## config.mk

```make
export PLATFORM = sky130hd
export DESIGN_NAME = bocks_vga_timing
export DESIGN_NICKNAME = d
export VERILOG_FILES = /design/src/rtl/bocks_video_pkg.sv /design/src/rtl/bocks_sync_delay.sv /design/src/rtl/bocks_vga_timing.sv
export SDC_FILE = /design/constraint.sdc
export NUM_CORES = 1
export LEC_CHECK = 0
export CORE_MARGIN = 2
export CORE_UTILIZATION = 40
export CTS_BUF_LIST = sky130_fd_sc_hd__clkbuf_8 sky130_fd_sc_hd__clkbuf_16
export CTS_CLUSTER_DIAMETER = 200
export DETAILED_ROUTE_END_ITERATION = 6
export PLACE_DENSITY = 0.59
export SYNTH_ARGS = -nofsm -noshare
export SYNTH_HDL_FRONTEND = slang
export SYNTH_SLANG_ARGS = --single-unit
```

## constraint.sdc

```tcl
create_clock -name pclk -period 5.05 [get_ports pclk]
set_clock_uncertainty 0.1 [all_clocks]
set_input_delay 1.515 -clock pclk [delete_from_list [all_inputs] [get_ports pclk]]
set_output_delay 1.515 -clock pclk [all_outputs]
set_load 0.005 [all_outputs]
```

## src/rtl/bocks_video_pkg.sv

```systemverilog
// Shared definitions for the Bocks video path.
//  - Default 640x480@60 timing constants and the derived line/frame totals.
//  - coord_t: 12-bit unsigned raster coordinate.
//  - vid_sync_t: the bundle of sync/blank strobes that travels through the
//    pixel-pipeline delay line.
//  - vid_sync_idle(): the inactive value of that bundle for a given sync
//    polarity. It is used both as the reset value and as the fill value of
//    the delay stages.
package bocks_video_pkg;

  localparam int DFLT_H_ACTIVE = 640;
  localparam int DFLT_H_FP     = 16;
  localparam int DFLT_H_SYNC   = 96;
  localparam int DFLT_H_BP     = 48;
  localparam int DFLT_V_ACTIVE = 480;
  localparam int DFLT_V_FP     = 10;
  localparam int DFLT_V_SYNC   = 2;
  localparam int DFLT_V_BP     = 33;

  localparam int H_TOTAL = DFLT_H_ACTIVE + DFLT_H_FP + DFLT_H_SYNC + DFLT_H_BP;
  localparam int V_TOTAL = DFLT_V_ACTIVE + DFLT_V_FP + DFLT_V_SYNC + DFLT_V_BP;

  localparam int COORD_W   = 12;
  localparam int COORD_MAX = (1 << COORD_W) - 1;

  typedef logic [COORD_W-1:0] coord_t;

  typedef struct packed {
    logic hs;
    logic vs;
    logic de;
    logic hblank;
    logic vblank;
  } vid_sync_t;

  // Both syncs are deasserted, display is disabled and the raster counts
  // as blanked in both directions.
  function automatic vid_sync_t vid_sync_idle(input logic hs_pol, input logic vs_pol);
    vid_sync_t s;
    s.hs     = ~hs_pol;
    s.vs     = ~vs_pol;
    s.de     = 1'b0;
    s.hblank = 1'b1;
    s.vblank = 1'b1;
    return s;
  endfunction

endpackage

```

## src/rtl/bocks_sync_delay.sv

```systemverilog
// Clock-enable gated shift register with an asynchronous clear to a
// configurable idle pattern.
// Ports:
//  clk_i   in   1      clock, rising edge
//  rst_ni  in   1      asynchronous active-low clear; every stage loads IDLE
//  ce_i    in   1      advance enable; 0 holds every stage
//  d_i     in   WIDTH  value entering the line
//  q_o     out  WIDTH  value leaving the line, DEPTH ce-cycles after d_i
// DEPTH = 0 is a straight wire, so callers can parameterise the delay away.
module bocks_sync_delay #(
  parameter int               DEPTH = 2,
  parameter int               WIDTH = 5,
  parameter logic [WIDTH-1:0] IDLE  = '0
) (
  input  logic             clk_i,
  input  logic             rst_ni,
  input  logic             ce_i,
  input  logic [WIDTH-1:0] d_i,
  output logic [WIDTH-1:0] q_o
);

  if (DEPTH == 0) begin : g_bypass
    assign q_o = d_i;
  end else begin : g_shift
    logic [WIDTH-1:0] stage_q [DEPTH];

    always_ff @(posedge clk_i or negedge rst_ni) begin
      if (!rst_ni) begin
        for (int i = 0; i < DEPTH; i++) stage_q[i] <= IDLE;
      end else if (ce_i) begin
        stage_q[0] <= d_i;
        for (int i = 1; i < DEPTH; i++) stage_q[i] <= stage_q[i-1];
      end
    end

    assign q_o = stage_q[DEPTH-1];
  end

endmodule

```

## src/rtl/bocks_vga_timing.sv

```systemverilog
// Raster timing generator for the Bocks video path (640x480@60 by default).
// A free-running horizontal/vertical counter pair is registered into pixel
// coordinates and frame markers for the pixel generator. The same counter
// state also produces the sync/DE/blank strobes. These strobes are delayed
// PIPE_DLY ce-cycles so they arrive together with the pixel-pipeline output.
// Ports:
//  pclk         in   1   pixel clock, rising edge
//  rst_n        in   1   asynchronous active-low reset
//  ce           in   1   pixel enable; 0 freezes every register
//  x, y         out  12  current column / line (registered counter value)
//  active       out  1   x/y inside the visible area
//  line_start   out  1   x==0, aligned with x/y
//  frame_start  out  1   x==0 && y==0, aligned with x/y
//  hs, vs       out  1   sync outputs at HS_POL/VS_POL when asserted, delayed
//  de           out  1   active, delayed
//  hblank       out  1   x>=H_ACTIVE, delayed
//  vblank       out  1   y>=V_ACTIVE, delayed
module bocks_vga_timing
  import bocks_video_pkg::*;
#(
  parameter int H_ACTIVE = DFLT_H_ACTIVE,
  parameter int H_FP     = DFLT_H_FP,
  parameter int H_SYNC   = DFLT_H_SYNC,
  parameter int H_BP     = DFLT_H_BP,
  parameter int V_ACTIVE = DFLT_V_ACTIVE,
  parameter int V_FP     = DFLT_V_FP,
  parameter int V_SYNC   = DFLT_V_SYNC,
  parameter int V_BP     = DFLT_V_BP,
  parameter bit HS_POL   = 1'b0,
  parameter bit VS_POL   = 1'b0,
  parameter int PIPE_DLY = 2
) (
  input  logic        pclk,
  input  logic        rst_n,
  input  logic        ce,
  output logic [11:0] x,
  output logic [11:0] y,
  output logic        active,
  output logic        line_start,
  output logic        frame_start,
  output logic        hs,
  output logic        vs,
  output logic        de,
  output logic        hblank,
  output logic        vblank
);

  localparam int H_TOT = H_ACTIVE + H_FP + H_SYNC + H_BP;
  localparam int V_TOT = V_ACTIVE + V_FP + V_SYNC + V_BP;

  localparam coord_t H_LAST   = coord_t'(H_TOT - 1);
  localparam coord_t V_LAST   = coord_t'(V_TOT - 1);
  localparam coord_t H_ACT_C  = coord_t'(H_ACTIVE);
  localparam coord_t V_ACT_C  = coord_t'(V_ACTIVE);
  localparam coord_t HS_BEG   = coord_t'(H_ACTIVE + H_FP);
  localparam coord_t HS_END   = coord_t'(H_ACTIVE + H_FP + H_SYNC);
  localparam coord_t VS_BEG   = coord_t'(V_ACTIVE + V_FP);
  localparam coord_t VS_END   = coord_t'(V_ACTIVE + V_FP + V_SYNC);

  localparam vid_sync_t SYNC_IDLE = vid_sync_idle(HS_POL, VS_POL);

  // Reject geometries that the 12-bit counters or the delay line cannot hold.
  if (PIPE_DLY < 0 || PIPE_DLY > 8) begin : g_bad_dly
    $error("bocks_vga_timing: PIPE_DLY must be in 0..8");
  end
  if (H_FP == 0 || H_SYNC == 0 || H_BP == 0 ||
      V_FP == 0 || V_SYNC == 0 || V_BP == 0) begin : g_bad_porch
    $error("bocks_vga_timing: porch and sync widths must be non-zero");
  end
  if (H_TOT > COORD_MAX || V_TOT > COORD_MAX) begin : g_bad_total
    $error("bocks_vga_timing: H/V total exceeds 12-bit counter range");
  end

  coord_t    h_q, h_d;
  coord_t    v_q, v_d;
  coord_t    x_q, y_q;
  logic      active_q, active_d;
  logic      line_start_q, line_start_d;
  logic      frame_start_q, frame_start_d;
  vid_sync_t sync_q, sync_d;
  vid_sync_t sync_dly;

  // Counter advance. v only moves on the h wrap, so it is constant across a line.
  always_comb begin
    h_d = h_q;
    v_d = v_q;
    if (h_q == H_LAST) begin
      h_d = '0;
      v_d = (v_q == V_LAST) ? '0 : coord_t'(v_q + coord_t'(1));
    end else begin
      h_d = coord_t'(h_q + coord_t'(1));
    end
  end

  // Everything below is decoded from the counter value about to be
  // registered. As a result x/y, the markers and the undelayed sync bundle
  // all describe the same pixel.
  always_comb begin
    active_d      = (h_q < H_ACT_C) && (v_q < V_ACT_C);
    line_start_d  = (h_q == '0);
    frame_start_d = (h_q == '0) && (v_q == '0);

    sync_d        = SYNC_IDLE;
    sync_d.hs     = ((h_q >= HS_BEG) && (h_q < HS_END)) ? HS_POL : ~HS_POL;
    // vs decodes v alone, so its edges land on the first pixel of a line.
    sync_d.vs     = ((v_q >= VS_BEG) && (v_q < VS_END)) ? VS_POL : ~VS_POL;
    sync_d.de     = active_d;
    sync_d.hblank = (h_q >= H_ACT_C);
    sync_d.vblank = (v_q >= V_ACT_C);
  end

  always_ff @(posedge pclk or negedge rst_n) begin
    if (!rst_n) begin
      h_q           <= '0;
      v_q           <= '0;
      x_q           <= '0;
      y_q           <= '0;
      active_q      <= 1'b0;
      line_start_q  <= 1'b0;
      frame_start_q <= 1'b0;
      sync_q        <= SYNC_IDLE;
    end else if (ce) begin
      h_q           <= h_d;
      v_q           <= v_d;
      x_q           <= h_q;
      y_q           <= v_q;
      active_q      <= active_d;
      line_start_q  <= line_start_d;
      frame_start_q <= frame_start_d;
      sync_q        <= sync_d;
    end
  end

  // sync_q is already aligned with x/y. The delay line therefore adds
  // exactly PIPE_DLY ce-cycles on top of that alignment.
  bocks_sync_delay #(
    .DEPTH (PIPE_DLY),
    .WIDTH ($bits(vid_sync_t)),
    .IDLE  (SYNC_IDLE)
  ) u_sync_delay (
    .clk_i  (pclk),
    .rst_ni (rst_n),
    .ce_i   (ce),
    .d_i    (sync_q),
    .q_o    (sync_dly)
  );

  assign x           = x_q;
  assign y           = y_q;
  assign active      = active_q;
  assign line_start  = line_start_q;
  assign frame_start = frame_start_q;
  assign hs          = sync_dly.hs;
  assign vs          = sync_dly.vs;
  assign de          = sync_dly.de;
  assign hblank      = sync_dly.hblank;
  assign vblank      = sync_dly.vblank;

endmodule
```

==> flow_metrics.tcl, run 1 <==
set metrics [dict create \
    synthArstFlopShare 1.00 \
    finalHoldViolCount 0 \
    portBuffers 34 \
    clockRootBuffer "clkbuf_8" \
    yosysTopAreaCell "dfrtp_1" \
    drcViolationCount 0 \
    placeableCoreArea_um2 7210 \
    totalWireLength_mm 5.46 \
    cts_resized 0 \
    hold-worst-slack_ns 0.381 \
    fp.dieW_um 90.0 \
    timing.max_cap.violations 0 \
    drv_slew 0 \
    end_kind "output port" \
    first_global_vias 1964 \
    cp_cell_sequence "clkdlybuf4s50_1" \
    cp-start-kind "register" \
    clk_latency_ns 0.34 \
    yosysSeqAreaShare 0.555 \
    worst_pin_slew_ns 0.761 \
    synth_cells 252 \
    fp-row-count 31 \
    synthFlopType "dfrtp_1" \
    cp.required_ns 3.44 \
    antenna_found_initial 0 \
    hpwl_mm 3.56 \
    cts_tree "done" \
    cts_buffers 9 \
    overflow 0 \
    postCtsSetupBuffers 0 \
    crit_buf_inv 1 \
    diodes 0 \
    viasPerCell 5.14 \
    cts_sinks 65 \
    dr.pass1.iters 4 \
    final_antenna_net_count 0 \
    start_util 0.410 \
    synth_cell_types 44 \
    place_congestion 0.812 \
    gr-usage-all-layers 0.152 \
    utilization 0.491 \
    avgSynthCellArea_um2 11.7 \
    setup_viol 0 \
    ios 35 \
    critical_path_cell_count 1 \
    layout-drive-gt1-share 0.249 \
    maxSlewHeadroom 0.492 \
    cp_slowest_cell "dfstp_2" \
    ys_warn_count 0 \
    syn_to_final_growth_pct 19.8 \
    tns_ns 0 \
    critical_path_class "register to output port" \
    crit_fanout 2 \
    die_h_um 90.0 \
    synth_top_area_share 0.448 \
    nets 292 \
    whs_path_depth 1 \
    yosys-top-cells-area "dfrtp_1 45%, mux2_2 13%, dfstp_2 11%, xor2_1 3.0%, nand3_1 2.4%" \
    postCtsHoldBufs 0 \
    drt_iter0_drc 65 \
    fin_crit_ns 2.98 \
    rsz0062_at_grt "false" \
    grt_max_degree 58 \
    synth_area_um2 2960 \
    min_path_type "register to register" \
    cts.clk_slew.worst_paths_ns 0.07 \
    cp_top_family "flip-flops" \
    synth_nets 260 \
    grt_first_pass_wirelength_mm 9.78 \
    p_leak_nw 1.49 \
    power_density_nw_per_um2 351 \
    cp.arrival_ns 1.36 \
    die_area_um2 8100 \
    ys_seq_elements 65 \
    cts-htree-levels 3 \
    vias 1994 \
    cpPeakStageDelay_ns 0.53 \
    reg2reg_depth 5 \
    synth_edf_count 0 \
    peakVddDrop_mv 0.129 \
    wl_per_cell_um 14.1 \
    fmax_ghz 0.336 \
    final.period_utilization 0.589 \
    cts.path.max_buffers 2 \
    status "complete, no violations" \
]
## Yosys cell counts (all sizes together), types with 8 or more instances
cell type	instances
dfrtp	53
xor2	10
mux2	33
buf	10
dfstp	12
a21oi	11
inv	15
nor2	13
o21ai	9
nand2	9
nand4	8
nand3	14
## report_power, final
group / leakage [nW] / switching, mW / internal (mW)
clock: 0.107 / 0.190 / 0.229
combinational: 0.588 / 0.0691 / 0.111
sequential: 0.796 / 0.0634 / 0.582
total: 1.49 / 0.323 / 0.921
## kinds of logic (layout without fill, tap and decap cells)
group                    count (synthesis)  count (layout)  share of synthesized area
flip-flops                              65              65                      0.555
multiplexers                            34              34                      0.129
adder cells (fa/ha/maj)                  5               5                     0.0212
buffers and inverters                   30              67                     0.0448
XOR/XNOR                                12              12                     0.0355
AND/OR/NAND/NOR                         75              75                      0.154
AO/OA/AOI/OAI                           31              31                     0.0601
## flip-flops by register name, indices dropped and copies added, names as in the netlist
register / count
h_q: 12
frame_start: 1
v_q: 12
u_sync_delay.g_shift.stage_q: 5
u_sync_delay.q_o: 5
y: 12
x: 12
sync_q: 5
line_start: 1
## final cells by class
cell class	instances	area, µm²
Fill cell	674	3670
Sequential cell	65	1640
Multi-Input combinational cell	157	1180
Timing Repair Buffer	36	345
Clock buffer	13	179
Tap cell	99	124
Inverter	15	56.3
Clock inverter	3	13.8
## routing by layer
layer  GRT usage  wire [µm]  part of all wire  up-vias
met5           0          0                 0        -
met4      0.0808        121             0.022        0
met3      0.0277        177             0.032       12
met2       0.199       2240              0.41       42
met1       0.234       2930              0.54      966
li1            -          -                 -      974
## per-stage QoR
step / worst slack [ns] / cell area (µm²) / instances / power, mW
global route: 2.03 / 3540 / 388 / 1.31
detailed placement: 1.79 / 3350 / 372 / 0.838
global placement: 1.80 / 3350 / 372 / 0.834
finish: 2.07 / 3540 / 388 / 1.24
floorplan: 1.99 / 2960 / 252 / 0.745
CTS: 2.05 / 3540 / 388 / 1.26
## cells in the final DEF, fill, tap and decap left out, types with 2 or more instances in the layout
cell type,count
buf_2,2
nand4_1,8
ha_1,5
mux2_2,33
o21ai_0,8
nor4_1,4
xor2_1,10
nand3_1,14
o22ai_1,7
inv_1,16
or3_1,3
dfrtp_1,53
clkdlybuf4s50_1,32
clkinv_2,2
nand2_1,9
a21oi_1,11
dfstp_2,12
buf_4,2
nand2b_1,2
xnor2_1,2
clkbuf_8,13
and4_1,4
nor2_1,13
nor3_1,4
## worst paths after layout
check | from | end | slack, ns
setup / recovery | u_sync_delay.q_o[4]$_DFFE_PN1P_ | hs | 2.07
hold / removal | h_q[11]$_DFFE_PN0P_ | h_q[11]$_DFFE_PN0P_ | 0.38
setup reg to reg | h_q[0]$_DFFE_PN0P_ | v_q[9]$_DFFE_PN0P_ | 2.72
hold reg to reg | h_q[11]$_DFFE_PN0P_ | h_q[11]$_DFFE_PN0P_ | 0.38
max in group asynchronous | rst_n | sync_q[1]$_DFFE_PN1P_ | 2.78
min in group asynchronous | rst_n | h_q[2]$_DFFE_PN0P_ | 1.15
Power figures use the tool's default switching activity.
==> run 2, diff against run 1 <==
Clock period 5.05 ns to 2.8 ns, I/O delays scaled along.
==> run 2 against run 1 <==
- worst hold slack improved by 0.00078 ns
- non-clock buffer count rose by 2
- die area did not move
- first-iteration DRC count rose by 38%
- worst setup slack got worse by 1.6 ns
- clock-buffer cell count fell by 3
- sequential power rose by 81%
- combinational power rose by 83%
- core utilization rose by 1.2 points
- via count rose by 1.4%
- flip-flop and latch count did not move
- critical endpoint unchanged
==> flow_metrics.tcl, run 2 (synthesized netlist as in run 1, its figures left out) <==
set metrics [dict create \
    status "complete, no violations" \
    die_h_um 90.0 \
    finalHoldViolCount 0 \
    maxSlewHeadroom 0.568 \
    wl_per_cell_um 14.8 \
    fin_cells 390 \
    cp.arrival_ns 1.36 \
    place_congestion 0.813 \
    timing.max_cap.violations 0 \
    final.period_utilization 0.823 \
    setup_viol 0 \
    die_area_um2 8100 \
    grtUsageMet3 0.0310 \
    pre_cts_slack_ns 0.208 \
    layout-drive-gt1-share 0.258 \
    met2_usage 0.211 \
    cpPeakStageDelay_ns 0.53 \
    nets 294 \
    cts_resized 0 \
    antenna_found_initial 0 \
    p_leak_nw 1.52 \
    cts_sinks 65 \
    diodes 0 \
    p_total_mw 2.49 \
    cts_tree "done" \
    cts.clk_slew.worst_paths_ns 0.07 \
    fmax_ghz 0.434 \
    fp.dieW_um 90.0 \
    final_antenna_net_count 0 \
    min_path_type "register to register" \
    worst_pin_slew_ns 0.648 \
    cts.path.max_buffers 2 \
    cp_top_family "flip-flops" \
    cts-htree-levels 3 \
    hold-worst-slack_ns 0.382 \
    crit_buf_inv 1 \
    grt_first_pass_wirelength_mm 10.2 \
    crit_fanout 2 \
    mostFrequentLayoutCell "dfrtp_1" \
    utilization 0.503 \
    vias 2022 \
    r2r-start "h_q[5]$_DFFE_PN0P_" \
    portBuffers 34 \
    first_global_vias 1990 \
    dp_cells 374 \
    post_dp_cell_area_um2 3380 \
    cp_cell_sequence "clkdlybuf4s50_1" \
    overflow 0 \
    setup_ws_ns 0.497 \
    viasPerCell 5.18 \
    clockRootBuffer "clkbuf_8" \
    grt_max_degree 66 \
    startpoint "u_sync_delay.q_o[4]$_DFFE_PN1P_" \
    grt_most_used_layer "met1" \
    power_density_nw_per_um2 686 \
    gr-usage-all-layers 0.157 \
    rsz0062_at_grt "false" \
    layout_common_cells "53 x dfrtp_1, 33 x mux2_2, 32 x clkdlybuf4s50_1, 15 x inv_1, 14 x nand3_1" \
    hpwl_mm 3.64 \
    syn_to_final_growth_pct 22.8 \
    dr.pass1.iters 4 \
    start_util 0.410 \
    cp.required_ns 1.86 \
    fp-row-count 31 \
    placeableCoreArea_um2 7210 \
    end_kind "output port" \
    totalWireLength_mm 5.76 \
    ios 35 \
    drv_slew 0 \
    peakVddDrop_mv 0.335 \
    critical_path_class "register to output port" \
    cp_slowest_cell "dfstp_2" \
    fin_crit_ns 2.30 \
    postCtsSetupBuffers 0 \
    drt_iter0_drc 90 \
    holdCritStartpoint "h_q[11]$_DFFE_PN0P_" \
    final_area_um2 3630 \
    met1_usage 0.239 \
    cp-start-kind "register" \
    postCtsHoldBufs 0 \
    cts_buffers 9 \
    tns_ns 0 \
    clk_latency_ns 0.35 \
    drcViolationCount 0 \
    nFillCells 690 \
]
==> run 2: power breakdown <==
part	total, mW	switching, mW	internal [mW]	leakage, nW
clock	0.996	0.378	0.619	0.123
combinational	0.330	0.127	0.204	0.602
sequential	1.17	0.118	1.05	0.796
==> run 2: layout make-up <==
cell class / count / area (µm²) / area share
flip-flops and latches: 65 / 1640 / 0.452
multi-input cells: 157 / 1180 / 0.326
repair buffers: 38 / 373 / 0.103
clock buffers: 10 / 138 / 0.0379
well taps: 99 / 124 / 0.0341
clock inverters: 6 / 115 / 0.0317
inverters: 15 / 56.3 / 0.0155
==> run 2: per-layer routing <==
layer  vias up  wire length (µm)
met3        10               188
met2        42              2420
met5         -                 0
li1        972                 -
met4         0               136
met1       998              3020
==> run 2: worst paths after layout <==
| check | end | slack (ns) | cells past startpoint |
|---|---|---|---|
| max | hs | 0.50 | 1 |
| min | h_q[11]$_DFFE_PN0P_ | 0.38 | 1 |
| max reg2reg | v_q[9]$_DFFE_PN0P_ | 0.52 | 4 |
| min reg2reg | h_q[11]$_DFFE_PN0P_ | 0.38 | 1 |
| max in group asynchronous | sync_q[4]$_DFFE_PN1P_ | 1.87 | 2 |
| min in group asynchronous | x[4]$_DFFE_PN0P_ | 0.39 | 2 |
